`config.mk`:
```
export PLATFORM = sky130hd
export DESIGN_NAME = keypad_scan_encoder_flat
export DESIGN_NICKNAME = d
export VERILOG_FILES = /design/src/rtl/keypad_scan_if.sv /design/src/rtl/keypad_scan_encoder.sv /design/src/flat_wrapper.sv
export SDC_FILE = /design/constraint.sdc
export NUM_CORES = 1
export LEC_CHECK = 0
export ABC_AREA = 1
export ABC_CLOCK_PERIOD_IN_PS = 6400
export BUFFER_PORTS_ARGS = -buffer_cell sky130_fd_sc_hd__buf_2
export CORE_UTILIZATION = 40
export DETAILED_ROUTE_END_ITERATION = 10
export GPL_TIMING_DRIVEN = 0
export PLACE_DENSITY = 0.6
export SYNTH_ARGS = -nofsm -noshare
export SYNTH_HDL_FRONTEND = slang
export SYNTH_SLANG_ARGS = --single-unit
export TNS_END_PERCENT = 20
```
`constraint.sdc`:
```
create_clock -name clk -period 6.4 [get_ports clk]
set_clock_uncertainty 0.2 [all_clocks]
set_input_delay 0.96 -clock clk [delete_from_list [all_inputs] [get_ports clk]]
set_output_delay 0.96 -clock clk [all_outputs]
set_load 0.02 [all_outputs]
```
`src/rtl/keypad_scan_if.sv`:
```
// Keypad scanner pin/event bundle. The master side is the scanner and the
// slave side is the keypad/consumer view of the same wires.
interface keypad_scan_if #(
  parameter int ROWS = 4,
  parameter int COLS = 4
);
  localparam int IDXW = $clog2(ROWS*COLS);

  logic [ROWS-1:0] row_drive;
  logic [COLS-1:0] col_sense;
  logic [IDXW-1:0] key_code;
  logic            key_valid;
  logic            key_held;
  logic            multi_key;

  modport master (
    output row_drive, key_code, key_valid, key_held, multi_key,
    input  col_sense
  );

  modport slave (
    input  row_drive, key_code, key_valid, key_held, multi_key,
    output col_sense
  );
endinterface

```
`src/rtl/keypad_scan_encoder.sv`:
```
// Row/column matrix keypad scanner with per-frame debounce. Emits one
// key_valid per new stable single key and multi_key for stable chords.
module keypad_scan_encoder #(
  parameter int ROWS        = 4,
  parameter int COLS        = 4,
  parameter int SCAN_CYCLES = 4,
  parameter int DEBOUNCE    = 3
) (
  input  logic          clk,
  input  logic          rst,
  keypad_scan_if.master bus
);
  localparam int N    = ROWS*COLS;
  localparam int IDXW = $clog2(N);
  localparam int DW   = $clog2(SCAN_CYCLES);
  localparam int RW   = $clog2(ROWS);
  localparam int CW   = $clog2(DEBOUNCE+1);

  typedef enum logic [1:0] {CLS_NONE, CLS_SINGLE, CLS_MULTI} cls_e;
  typedef enum logic {SCAN_ROW, EVAL} state_e;

  // idx is forced to 0 for NONE/MULTI so whole-struct compares are exact
  typedef struct packed {
    cls_e            cls;
    logic [IDXW-1:0] idx;
  } key_state_t;

  state_e          state;
  logic [DW-1:0]   dwell;
  logic [RW-1:0]   row;
  logic [ROWS-1:0] row_drive;
  logic [N-1:0]    acc;
  logic [N-1:0]    frame;
  logic [N-1:0]    samp;
  key_state_t      cand;
  key_state_t      acpt;
  key_state_t      cur;
  logic [CW-1:0]   cnt;
  logic [CW-1:0]   nxt_cnt;
  logic [1:0]      hits;
  logic            accept;
  logic            last_dwell;
  logic            last_row;
  logic [IDXW-1:0] key_code_q;
  logic            key_valid_q;
  logic            key_held_q;
  logic            multi_key_q;

  assign last_dwell = (dwell == DW'(SCAN_CYCLES-1));
  assign last_row   = (row == RW'(ROWS-1));

  // Accumulator with the currently driven row's columns merged in
  always_comb begin
    samp = acc;
    for (int r = 0; r < ROWS; r++)
      if (row == RW'(r)) samp[r*COLS +: COLS] = bus.col_sense;
  end

  always_comb begin
    hits    = 2'd0;
    cur.idx = '0;
    for (int i = 0; i < N; i++) begin
      if (frame[i]) begin
        if (hits == 2'd0) cur.idx = IDXW'(i);
        if (hits != 2'd2) hits = hits + 2'd1;
      end
    end
    case (hits)
      2'd0:    cur.cls = CLS_NONE;
      2'd1:    cur.cls = CLS_SINGLE;
      default: cur.cls = CLS_MULTI;
    endcase
    if (cur.cls != CLS_SINGLE) cur.idx = '0;
    if (cur == cand) nxt_cnt = (cnt == CW'(DEBOUNCE)) ? cnt : cnt + CW'(1);
    else             nxt_cnt = CW'(1);
    accept = (nxt_cnt == CW'(DEBOUNCE)) && (cur != acpt);
  end

  always_ff @(posedge clk) begin
    if (rst) begin
      state       <= SCAN_ROW;
      dwell       <= '0;
      row         <= '0;
      row_drive   <= ROWS'(1);
      acc         <= '0;
      frame       <= '0;
      cand        <= '{cls: CLS_NONE, idx: '0};
      acpt        <= '{cls: CLS_NONE, idx: '0};
      cnt         <= '0;
      key_code_q  <= '0;
      key_valid_q <= 1'b0;
      key_held_q  <= 1'b0;
      multi_key_q <= 1'b0;
    end else begin
      key_valid_q <= 1'b0;
      multi_key_q <= 1'b0;

      if (last_dwell) begin
        dwell     <= '0;
        row_drive <= {row_drive[ROWS-2:0], row_drive[ROWS-1]};
        if (last_row) begin
          row   <= '0;
          frame <= samp;
          acc   <= '0;
        end else begin
          row <= row + RW'(1);
          acc <= samp;
        end
      end else begin
        dwell <= dwell + DW'(1);
      end

      // EVAL overlaps row 0's first dwell cycle; scanning never pauses
      case (state)
        SCAN_ROW: if (last_dwell && last_row) state <= EVAL;
        EVAL: begin
          state <= SCAN_ROW;
          cand  <= cur;
          cnt   <= nxt_cnt;
          if (accept) begin
            acpt <= cur;
            case (cur.cls)
              CLS_SINGLE: begin
                key_code_q  <= cur.idx;
                key_valid_q <= 1'b1;
                key_held_q  <= 1'b1;
              end
              CLS_MULTI: begin
                multi_key_q <= 1'b1;
                key_held_q  <= 1'b0;
              end
              default: key_held_q <= 1'b0;
            endcase
          end
        end
        default: state <= SCAN_ROW;
      endcase
    end
  end

  assign bus.row_drive = row_drive;
  assign bus.key_code  = key_code_q;
  assign bus.key_valid = key_valid_q;
  assign bus.key_held  = key_held_q;
  assign bus.multi_key = multi_key_q;
endmodule

```
`src/flat_wrapper.sv`:
```
// flat-port wrapper written by rule: the top's interface ports become plain ports
module keypad_scan_encoder_flat 
#(
  parameter int ROWS        = 4,
  parameter int COLS        = 4,
  parameter int SCAN_CYCLES = 4,
  parameter int DEBOUNCE    = 3
)
  (clk, rst, bus_row_drive, bus_key_code, bus_key_valid, bus_key_held, bus_multi_key, bus_col_sense);
  keypad_scan_if #(.ROWS(ROWS), .COLS(COLS)) bus_i ();
  input  logic clk;
  input  logic rst;
  output wire logic [$bits(bus_i.row_drive)-1:0] bus_row_drive;
  output wire logic [$bits(bus_i.key_code)-1:0] bus_key_code;
  output wire logic [$bits(bus_i.key_valid)-1:0] bus_key_valid;
  output wire logic [$bits(bus_i.key_held)-1:0] bus_key_held;
  output wire logic [$bits(bus_i.multi_key)-1:0] bus_multi_key;
  input wire logic [$bits(bus_i.col_sense)-1:0] bus_col_sense;
  assign bus_row_drive = bus_i.row_drive;
  assign bus_key_code = bus_i.key_code;
  assign bus_key_valid = bus_i.key_valid;
  assign bus_key_held = bus_i.key_held;
  assign bus_multi_key = bus_i.multi_key;
  assign bus_i.col_sense = bus_col_sense;
  keypad_scan_encoder #(.ROWS(ROWS), .COLS(COLS), .SCAN_CYCLES(SCAN_CYCLES), .DEBOUNCE(DEBOUNCE)) u_core (.clk(clk), .rst(rst), .bus(bus_i));
endmodule
```
==> flow_metrics.env <==
export IMPL_synth_area_um2=3970
export IMPL_cp_end_kind="flip-flop"
export IMPL_crit_family="simple AND/OR/NAND/NOR gates"
export IMPL_power_density_nw_per_um2=154
export IMPL_maxCapViolCount=0
export IMPL_start_util=0.410
export IMPL_post_drt_wl_per_cell_um=12.3
export IMPL_startpoint_type="flip-flop"
export IMPL_slowest_stage="dfxtp_4"
export IMPL_setup_viol=0
export IMPL_cts_path_max_buffers=2
export IMPL_antenna_found_initial=0
export IMPL_yosysWarnings=0
export IMPL_drt_first_pass_iters=4
export IMPL_clk_pin_slew_worst_paths_ns=0.07
export IMPL_dp_cells=776
export IMPL_fp_row_count=36
export IMPL_routed_wl_um=9990
export IMPL_async_flop_share=0
export IMPL_worstSkewPairLatency_ns=0.34
export IMPL_via_per_inst=5.06
export IMPL_vias=4101
export IMPL_hold_viol_final=0
export IMPL_dieWidth_um=102
export IMPL_ant_nets=0
export IMPL_yosys_area_top_type="dfxtp_1"
export IMPL_grt_usage=0.185
export IMPL_coreArea_um2=9680
export IMPL_layout_nets=690
export IMPL_drive_gt1_frac=0.298
export IMPL_grt_pass1_wl_um=15300
export IMPL_cts_max_level=3
export IMPL_cts_tree="built"
export IMPL_cp_num_buf_inv=4
export IMPL_layout_min_cycle_time_ns=6.12
export IMPL_critPathKind="flip-flop to flip-flop"
export IMPL_yosys_most_used_dff="dfxtp_1"
export IMPL_grt_pass1_vias=3492
export IMPL_hp_class="flip-flop to flip-flop"
export IMPL_worst_hold_slack_ns=0.231
export IMPL_yosys_register_bits=57
export IMPL_syn_to_final_growth_pct=27.1
export IMPL_post_synth_inst_count=627
export IMPL_seqCellArea_um2=1150
export IMPL_port_buffers=16
export IMPL_grt_max_degree=11
export IMPL_critPathMaxStageDelay_ns=0.37
export IMPL_dieArea_um2=10300
export IMPL_clock_sinks=57
export IMPL_fill_cells=924
export IMPL_drtIter0Drc=219
export IMPL_fin_crit_sh=0.955
export IMPL_slew_viol_final=0
export IMPL_synth_most_common_cell="nand2_1"
export IMPL_synth_top_area_frac=0.287
export IMPL_yosysUniqueCellTypes=33
export IMPL_cellLeakagePower_nw=2.17
export IMPL_crit_fanout=5
export IMPL_max_slew_margin=0.674
export IMPL_gr_total_overflow=0
export IMPL_dp_hpwl_um=6990
export IMPL_ioPinCount=17
export IMPL_seq_area_frac_synth=0.287
export IMPL_vdd_drop_max_v=0.000134
export IMPL_gp_congestion=0.813
export IMPL_cp_data_required_time_ns=6.40
export IMPL_synth_area_leaders="dfxtp_1 29%, nand2_1 17%, nand3_1 10%"
export IMPL_die_h_um=102
export IMPL_final_cell_count_no_fill=810
export IMPL_multi_input_area_um2=2970
export IMPL_synth_commonest_cells="183 x nand2_1, 82 x nand3_1, 57 x dfxtp_1"
export IMPL_crit_arrival_ns=6.12
export IMPL_fmax_mhz=164
export IMPL_cts_root_buf="clkbuf_8"
export IMPL_status="completed"
export IMPL_synth_area_per_cell_um2=6.33
export IMPL_crit_top_cell="nand2_2"
export IMPL_syn_num_nets=645
export IMPL_diodes=0
export IMPL_tightest_slew_ns=0.489
export IMPL_drc=0
export IMPL_synth_edf_count=0
export IMPL_cts_made_buffers=9
[cell usage in the layout, fill, tap and decap left out, drive strengths merged]
| cell type | n |
|---|---|
| a211oi | 1 |
| nand3 | 94 |
| a21oi | 35 |
| o21ai | 57 |
| nand4 | 9 |
| o211ai | 2 |
| bufinv | 2 |
| clkinv | 4 |
| clkbuf | 21 |
| dfxtp | 57 |
| ha | 12 |
| nand2 | 214 |
| buf | 40 |
| or2 | 4 |
| inv | 62 |
| o22ai | 7 |
| a22oi | 1 |
| clkinvlp | 2 |
| nor2 | 52 |
| nand3b | 1 |
[flip-flops by register name (all words and copies together) (netlist names)]
name / count
u_core.state: 1
u_core.bus.key_code: 4
u_core.cand: 6
u_core.bus.row_drive: 4
u_core.bus.multi_key: 1
u_core.bus.key_valid: 1
u_core.dwell: 2
u_core.frame: 16
u_core.acc: 12
u_core.cnt: 2
u_core.row: 2
u_core.acpt: 6
[worst register-to-register path, delay by kind of cell, from the launching register on]
family	cells	cell delay, ns
adder cells (fa/ha/maj)	3	0.72
buffers and inverters	4	0.28
flip-flops	1	0.37
AND/OR/NAND/NOR	38	4.13
AO/OA/AOI/OAI	2	0.26
[power by group]
part / internal, mW / leakage (nW) / total (mW) / switching (mW)
Clock: 0.219 / 0.0995 / 0.362 / 0.144
Sequential: 0.360 / 0.462 / 0.363 / 0.00366
Combinational: 0.0150 / 1.61 / 0.0492 / 0.0342
[kinds of logic (layout without fill, tap and decap cells)]
family	Yosys count	after routing	synth area share
DFF	57	57	0.287
AOI/OAI and AO/OA	103	103	0.137
adders and majority gates	12	12	0.0378
and+or+nand+nor	374	374	0.453
buffers and inverters	81	131	0.0844
[timing repair]
item / 4_1_cts / 5_1_grt
endpoints found under the setup margin: 12 / 14
endpoints found under the hold margin: 0 / 0
setup buffers: 0 / 18
pin swaps: 0 / 41
hold buffers: 0 / 0
resized for setup: 7 / 112
[per-layer routing]
layer | track usage | vias to the layer above | part of all wire
met2 | 0.295 | 62 | 0.47
met4 | 0.0557 | 0 | 0.018
met3 | 0.0393 | 20 | 0.027
met1 | 0.251 | 1869 | 0.48
met5 | 0 | - | 0
li1 | - | 2150 | -
[layout make-up]
class / count / area share
flip-flops and latches: 57 / 0.228
plain buffers: 16 / 0.0176
inverters: 65 / 0.0488
well taps: 133 / 0.0330
repair buffers: 34 / 0.0426
clock inverters: 5 / 0.0159
clock buffers: 11 / 0.0260
multi-input cells: 489 / 0.588
[final timing paths]
kind | start | to | slack, ns | cells after the start
max | u_core.frame[0] | u_core.bus.key_code[0] | 0.28 | 47
min | u_core.dwell[0] | u_core.dwell[0] | 0.23 | 1
max reg2reg | u_core.frame[0] | u_core.bus.key_code[0] | 0.28 | 47
min reg2reg | u_core.dwell[0] | u_core.dwell[0] | 0.23 | 1
[through the flow]
step / power, mW / area, um2 / util / setup TNS [ns] / setup slack [ns]
after detailed placement: 0.419 / 4220 / 0.436 / -1.60 / -0.154
after global routing: 0.805 / 5050 / 0.521 / -0.855 / -0.124
after CTS: 0.779 / 4450 / 0.460 / 0 / 0.0254
after floorplan: 0.404 / 3970 / - / 0 / 0.654
final: 0.775 / 5050 / 0.521 / 0 / 0.285
after global placement: 0.418 / 4220 / 0.436 / -0.520 / -0.0699
Power figures use the tool's default switching activity.
